## src/rtl/shift_seq_ctrl_amisha.sv

```systemverilog
// Full-duplex LSB-first serial shift sequencer: loads a parallel word over valid/ready,
// shifts a programmable number of bits out while capturing, and returns the captured word.
module shift_seq_ctrl_amisha #(
    parameter int N_amisha   = 8,
    parameter int GAP_amisha = 0,
    parameter int CW_amisha  = $clog2(N_amisha) + 1
) (
    input  logic                 clk_amisha,
    input  logic                 reset_n_amisha,
    input  logic [N_amisha-1:0]  tx_data_amisha,
    input  logic [CW_amisha-1:0] tx_len_amisha,
    input  logic                 tx_valid_amisha,
    output logic                 tx_ready_amisha,
    input  logic                 abort_amisha,
    input  logic                 s_in_amisha,
    output logic                 s_out_amisha,
    output logic                 shift_en_amisha,
    output logic [N_amisha-1:0]  rx_data_amisha,
    output logic                 rx_valid_amisha,
    output logic                 busy_amisha,
    output logic [1:0]           state_dbg_amisha
);

    // Handshake: a word transfers on any rising edge where tx_valid_amisha and
    // tx_ready_amisha are both high; tx_ready_amisha is high only in IDLE and does
    // not depend on tx_valid_amisha.
    typedef enum logic [1:0] {
        IDLE  = 2'd0,
        SHIFT = 2'd1,
        DONE  = 2'd2,
        GAP   = 2'd3
    } state_t;

    state_t                state_q, state_d;
    logic [N_amisha-1:0]   sreg_q, sreg_d;
    logic [CW_amisha-1:0]  cnt_q, cnt_d;
    logic [CW_amisha-1:0]  len_q, len_d;
    logic [3:0]            gap_q, gap_d;
    logic [N_amisha-1:0]   rx_data_q, rx_data_d;
    logic                  rx_valid_q, rx_valid_d;

    logic [N_amisha-1:0]   shifted;
    logic [CW_amisha-1:0]  len_eff;
    logic [CW_amisha-1:0]  shamt;

    assign shifted = {s_in_amisha, sreg_q[N_amisha-1:1]};
    assign len_eff = ((tx_len_amisha == '0) || (tx_len_amisha > CW_amisha'(N_amisha)))
                     ? CW_amisha'(N_amisha) : tx_len_amisha;
    // Captured bits accumulate at the top of the register; this right-aligns them.
    assign shamt   = CW_amisha'(N_amisha) - len_q;

    always_comb begin
        state_d    = state_q;
        sreg_d     = sreg_q;
        cnt_d      = cnt_q;
        len_d      = len_q;
        gap_d      = gap_q;
        rx_data_d  = rx_data_q;
        rx_valid_d = 1'b0;
        case (state_q)
            IDLE: begin
                if (tx_valid_amisha) begin
                    sreg_d  = tx_data_amisha;
                    len_d   = len_eff;
                    cnt_d   = '0;
                    state_d = SHIFT;
                end
            end
            SHIFT: begin
                if (abort_amisha) begin
                    sreg_d  = '0;
                    state_d = IDLE;
                end else begin
                    sreg_d = shifted;
                    cnt_d  = cnt_q + CW_amisha'(1);
                    if (cnt_q == len_q - CW_amisha'(1)) begin
                        rx_data_d  = shifted >> shamt;
                        rx_valid_d = 1'b1;
                        state_d    = DONE;
                    end
                end
            end
            DONE: begin
                if (abort_amisha) begin
                    sreg_d  = '0;
                    state_d = IDLE;
                end else if (GAP_amisha > 0) begin
                    gap_d   = '0;
                    state_d = GAP;
                end else begin
                    state_d = IDLE;
                end
            end
            GAP: begin
                if ({1'b0, gap_q} + 5'd1 == 5'(GAP_amisha)) begin
                    state_d = IDLE;
                end else begin
                    gap_d = gap_q + 4'd1;
                end
            end
            default: state_d = IDLE;
        endcase
    end

    always_ff @(posedge clk_amisha or negedge reset_n_amisha) begin
        if (!reset_n_amisha) begin
            state_q    <= IDLE;
            sreg_q     <= '0;
            cnt_q      <= '0;
            len_q      <= '0;
            gap_q      <= '0;
            rx_data_q  <= '0;
            rx_valid_q <= 1'b0;
        end else begin
            state_q    <= state_d;
            sreg_q     <= sreg_d;
            cnt_q      <= cnt_d;
            len_q      <= len_d;
            gap_q      <= gap_d;
            rx_data_q  <= rx_data_d;
            rx_valid_q <= rx_valid_d;
        end
    end

    assign tx_ready_amisha  = (state_q == IDLE);
    assign shift_en_amisha  = (state_q == SHIFT);
    assign s_out_amisha     = shift_en_amisha & sreg_q[0];
    assign busy_amisha      = (state_q != IDLE);
    assign rx_data_amisha   = rx_data_q;
    assign rx_valid_amisha  = rx_valid_q;
    assign state_dbg_amisha = state_q;

endmodule

```

## config.mk

```make
export PLATFORM = sky130hd
export DESIGN_NAME = shift_seq_ctrl_amisha
export DESIGN_NICKNAME = d
export VERILOG_FILES = /design/src/rtl/shift_seq_ctrl_amisha.sv
export SDC_FILE = /design/constraint.sdc
export NUM_CORES = 1
export LEC_CHECK = 0
export BUFFER_PORTS_ARGS = -buffer_cell sky130_fd_sc_hd__buf_2
export CORE_MARGIN = 5
export CORE_UTILIZATION = 35
export CTS_BUF_LIST = sky130_fd_sc_hd__clkbuf_16
export DETAILED_ROUTE_END_ITERATION = 6
export PLACE_DENSITY_LB_ADDON = 0.3
export SYNTH_ARGS = -nofsm -noshare
export SYNTH_HDL_FRONTEND = slang
export SYNTH_SLANG_ARGS = --single-unit
```

## constraint.sdc

```tcl
create_clock -name clk_amisha -period 6 [get_ports clk_amisha]
set_input_delay 0.6 -clock clk_amisha [delete_from_list [all_inputs] [get_ports clk_amisha]]
set_output_delay 0.6 -clock clk_amisha [all_outputs]
set_load 0.05 [all_outputs]
```

==> results of run 1 <==
## metal layers
layer  global-route usage  wire (um)  vias to the layer above
met5                    0          0                        -
met4               0.0439         44                        0
met3               0.0434        216                        4
met2                0.185       1880                       41
met1                0.158       2010                      736
li1                     -          -                      803
## worst max-delay path: cells and delay by family (launching register included)
kind | cells | cell delay [ns]
simple gates | 2 | 0.69
flops | 1 | 0.57
compound gates | 1 | 0.30
xor+xnor | 1 | 0.16
fa+ha+maj | 1 | 0.59
buf+inv | 1 | 0.21
mux | 1 | 0.33
## power by group
part / total [mW] / switching (mW) / internal, mW
sequential: 0.365 / 0.0805 / 0.285
clock: 0.230 / 0.0812 / 0.149
combinational: 0.779 / 0.505 / 0.273
## stage by stage
step / instances / setup WS [ns] / hold slack, ns
floorplan: 205 / 3.04 / 0.304
global placement: 298 / 3.10 / 0.465
detailed placement: 298 / 3.02 / 0.474
CTS: 306 / 3.01 / 0.400
global route: 306 / 2.79 / 0.440
finish: 306 / 3.02 / 0.371
## registers in the layout, summed over array words and instances (netlist names)
signal,count
rx_data_amisha,8
state_dbg_amisha,2
len_q,4
cnt_q,4
gap_q,4
rx_valid_amisha,1
sreg_q,8
## cells in the final DEF (no fill, tap or decap), types with 2 or more instances in the layout
master      n
ha_1        8
dfrtp_1    31
nand2b_1    4
a21oi_1     9
inv_1       8
nand4_1     3
xnor2_1     8
o21ai_0    11
and2_1      3
clkbuf_16   5
o41ai_1     7
clkinv_1    2
nor2b_1    10
or2_2       2
a31oi_1    14
nor3_1      7
mux2i_1     8
o311ai_0    2
nor2_1     19
xor2_1      3
nand2_1    21
o21ai_1     2
buf_2      31
a211oi_1    2
nand3_1     2
## Yosys cell counts
library cell  number  share of area
mux2_1             1         0.0060
nand2_1           21          0.042
xor2_1             3          0.014
o31ai_1            1         0.0040
or3_1              1         0.0033
dfrtp_1           31           0.41
buf_6              2          0.012
xnor2_1            8          0.037
ha_1               8          0.053
clkbuf_1           6          0.012
o311ai_0           2         0.0093
a31oi_1           14          0.046
or4_4              1         0.0060
o21ai_0           11          0.029
o41ai_1            7          0.032
or2_2              2         0.0066
buf_1              1         0.0020
o22a_1             1         0.0046
a21oi_1            9          0.024
o221ai_1           1         0.0046
nor2_1            19          0.038
a211oi_1           2         0.0079
inv_1              7          0.014
o32a_1             1         0.0053
nand2b_1           4          0.013
nand4bb_1          1         0.0060
nand3_1            2         0.0053
o22a_4             1         0.0093
mux2i_1            8          0.042
o21ai_1            2         0.0053
nor3_1             7          0.019
mux4_2             1          0.012
a22o_1             1         0.0046
and2_1             3         0.0099
o31a_1             1         0.0046
nand4_1            3         0.0099
nor2b_1           10          0.033
o211ai_1           1         0.0040
## layout make-up
| cell class | count | area [um2] |
|---|---|---|
| inverter | 7 | 26.3 |
| timing repair buffer | 32 | 163 |
| clock buffer | 5 | 125 |
| tap | 70 | 87.6 |
| multi-input combinational | 158 | 1040 |
| fill | 510 | 2940 |
| sequential | 31 | 776 |
| clock inverter | 3 | 11.3 |
## worst max-delay path by stage
stage,start,to,slack (ns),cells past startpoint
2_1_floorplan,state_dbg_amisha[0]$_DFFE_PN0P_,sreg_q[0]$_DFFE_PN0P_,3.04,8
3_3_place_gp,len_q[0]$_DFFE_PN0P_,rx_data_amisha[4]$_DFFE_PN0P_,3.10,7
3_5_place_dp,len_q[0]$_DFFE_PN0P_,rx_data_amisha[4]$_DFFE_PN0P_,3.02,7
4_1_cts,len_q[0]$_DFFE_PN0P_,rx_data_amisha[4]$_DFFE_PN0P_,3.01,7
5_1_grt,len_q[0]$_DFFE_PN0P_,rx_data_amisha[4]$_DFFE_PN0P_,2.79,7
6_report,len_q[0]$_DFFE_PN0P_,rx_data_amisha[4]$_DFFE_PN0P_,3.02,7
## cell families (layout without fill, tap and decap cells)
group           Yosys count  count (layout)
simple gates             74              74
compound gates           55              55
flops                    31              31
buf+inv                  16              47
xor+xnor                 11              11
mux                      10              10
fa+ha+maj                 8               8
==> run metrics, run 1 <==
status=finished, final reports clean; final wirelength=4.15 mm; RSZ-0062 raised after global routing=false; Synth Area in Adders=0.0529; Reg2Reg Setup Slack=3.02 ns; Seq/Total Area, Yosys=0.410; Leakage=1.00 nW; combinational family with the most area after synthesis=compound AO/OA/AOI/OAI gates; CP max FO=16; deepest clock path buffer count=2; first-pass GRT wire length=6.86 mm; worst slew pin tran=0.757 ns; dpl cell area=0.00209 mm2; CTS tree=built; PD cells=616 mW/mm2; initial detailed-routing violation count=78; syn_nets=230; reg2reg start=len_q[0]$_DFFE_PN0P_; r2r worst-path depth=7; gr usage total=0.121; via/cell ratio=5.18; final antenna-violating net count=0; XOR/XNOR Fraction of Synth Area=0.0509; P&R area growth vs syn=17.9%; hold buffer count at cts=0; DIE AREA=0.00698 mm2; clk slew on worst S/H paths=0.05 ns; Slew HR=0.494; Avg Cell Area, Syn=9.23 um2; grt ovf=0; Synth Cell Area=0.00189 mm2; cell row count=26; DIE HEIGHT=83.5 um; vias in the first global route=1,402; Final setup viols=0; H-Tree Depth=2; Via Count=1,584; Worst-Skew Late Latency=0.27 ns; Post-CTS Setup Bufs=0; HPWL after detailed placement=3.09 mm; Gate Count Post-Synth=205; Worst Hold Class=input port to async pin; io pins=32; Pre-Repair DR Iteration Count=4; FF-to-FF End=rx_data_amisha[4]$_DFFE_PN0P_; Yosys Warn Count=0; Residual DRC=0; CP Capture Type=flop; clk sinks=31; antenna cells=0; Netlist cell types=38; CORE AREA=0.00517 mm2; crit path kind=flop to flop; Max VDD drop=0.198 mV; Fin Clk Skew=0.00238 ns; worst path cell trace=inv_1 -> ha_1 -> xnor2_1 -> or4_4 -> o22a_4 -> nor2_1 -> mux2_1; die width=83.5 um; mux cell area share after synthesis=0.0602; wire length per cell=13.5 um; final hold viol count=0; Achievable Freq=0.335 GHz; final worst-path cycle share=0.497; Max-Cap Viols=0; Root Buffer=clkbuf_16; largest net degree at the start of global routing=32; Initial Utilization=0.366; Buffers on Ports=31; Pwr Total=1.37 mW; CP arrival=3.13 ns; Slowest-stage cell, CP=ha_1; routability cong.=0.893; startpoint types=flop; share of layout cells above drive strength 1=0.178; cell area after layout=0.00223 mm2; Synth Area in Compound Gates=0.195; CP required=6.15 ns; number of synthesized register bits=31; biggest cell delay along the critical path=0.59 ns; Net count, final=260; Slew Viols, Final=0; fin util=0.431; setup_tns=0 ns; total CTS buffers=5; # resized after CTS=0; Min Clock Period, post-route=2.98 ns; Synth Area in Simple Gates=0.191; initial antenna violation count=0
Note: power is estimated with default switching activity, not from simulation.
==> inputs of run 2 (changes only) <==
clock period = 2.6 ns   (was 6 ns; I/O delays follow)
==> run metrics, run 2 (synthesized netlist as in run 1, its figures left out) <==
status=finished, final reports clean; cell row count=26; Final setup viols=0; routability cong.=0.824; wire length per cell=13.6 um; clk sinks=31; Min Clock Period, post-route=2.33 ns; gr usage total=0.134; Slowest-stage cell, CP=or4_4; Root Buffer=clkbuf_16; CORE AREA=0.00517 mm2; family with the most delay on the worst path=simple AND/OR/NAND/NOR gates; Worst Setup SP=len_q[1]$_DFFE_PN0P_; fin util=0.438; reg2reg start=len_q[1]$_DFFE_PN0P_; PD cells=1420 mW/mm2; initial detailed-routing violation count=93; P&R area growth vs syn=19.6%; commonest cells after routing, fill and taps aside=31 x dfrtp_1, 31 x buf_2, 21 x nand2_1; initial antenna violation count=0; largest net degree at the start of global routing=32; startpoint types=flop; CP required=2.76 ns; die width=83.5 um; first-pass GRT wire length=7.51 mm; Worst Hold Class=input port to async pin; grt ovf=0; Post-CTS Setup Bufs=0; Via Count=1,558; antenna cells=0; Fin Clk Skew=0.00471 ns; worst path bufs/invs=1; clk slew on worst S/H paths=0.05 ns; Slew Viols, Final=0; biggest cell delay along the critical path=0.52 ns; total CTS buffers=5; crit path kind=flop to flop; deepest clock path buffer count=2; Pre-Repair DR Iteration Count=4; PnR worst setup slack=0.266 ns; Max-Cap Viols=0; share of layout cells above drive strength 1=0.206; CP max FO=16; CP Capture Type=flop; H-Tree Depth=2; CTS tree=built; Net count, final=264; pre-CTS setup slack=0.261 ns; DIE HEIGHT=83.5 um; Max VDD drop=0.402 mV; DIE AREA=0.00698 mm2; setup_tns=0 ns; via/cell ratio=5.06; hold buffer count at cts=0; final wirelength=4.20 mm; HPWL after detailed placement=3.19 mm; Slew HR=0.399; RSZ-0062 raised after global routing=false; worst slew pin tran=0.900 ns; worst path cell trace=inv_1 -> ha_1 -> xnor2_1 -> or4_4 -> o22a_4 -> nor2_1 -> mux2_1; Residual DRC=0; CP arrival=2.49 ns; vias in the first global route=1,549; final worst-path cycle share=0.898; Leakage=1.01 nW; Buffers on Ports=31; io pins=32; final hold viol count=0; Achievable Freq=0.428 GHz; Worst-Skew Late Latency=0.28 ns; Initial Utilization=0.366; final antenna-violating net count=0; # resized after CTS=0
run 2: changes by cell type in the layout (fill, tap and decap cells not counted):
| cell | change |
|---|---|
| ha_2 | +1 |
| clkinvlp_4 | +1 |
| ha_1 | -1 |
| a211oi_2 | +1 |
| clkinv_1 | -2 |
| inv_1 | -1 |
| buf_4 | +4 |
| a211oi_1 | -1 |
run 2: path summary, 6_finish.rpt:
path                                                      end  cells past startpoint  slack [ns]
worst max-delay path            rx_data_amisha[4]$_DFFE_PN0P_                      7        0.27
worst min-delay path                     len_q[1]$_DFFE_PN0P_                      1        0.03
worst max register to register  rx_data_amisha[4]$_DFFE_PN0P_                      7        0.27
worst min register to register  rx_data_amisha[4]$_DFFE_PN0P_                      1        0.48
max in group asynchronous                gap_q[0]$_DFFE_PN0P_                      1        2.13
min in group clk_amisha                  len_q[2]$_DFFE_PN0P_                      3        0.26
run 2: report_power, final:
group	total [mW]	internal, mW	switching, mW
Sequential	0.826	0.657	0.168
Combinational	1.87	0.686	1.18
Clock	0.528	0.339	0.190
Total	3.22	1.68	1.54
run 2: metal layers:
layer / global-route usage / wire length (um) / up-vias
met2: 0.203 / 1860 / 37
li1: - / - / 812
met5: 0 / 0 / -
met3: 0.0415 / 231 / 6
met4: 0.0570 / 67 / 0
met1: 0.176 / 2040 / 703
run 2: cell type report:
cell class | count | area [um2]
fill | 530 | 2910
multi-input combinational | 158 | 1050
sequential | 31 | 776
timing repair buffer | 36 | 193
clock buffer | 5 | 125
tap | 70 | 87.6
inverter | 7 | 30.0
clock inverter | 1 | 3.75
run 2: stage by stage:
step	hold WS (ns)	power (mW)	std cells	area, um2
after floorplan	-0.0356	2.30	205	1900
after global placement	0.353	2.69	302	2130
after detailed placement	0.359	2.71	302	2130
after CTS	0.0648	3.26	308	2260
after global routing	0.0985	3.51	308	2260
final	0.0298	3.22	308	2260
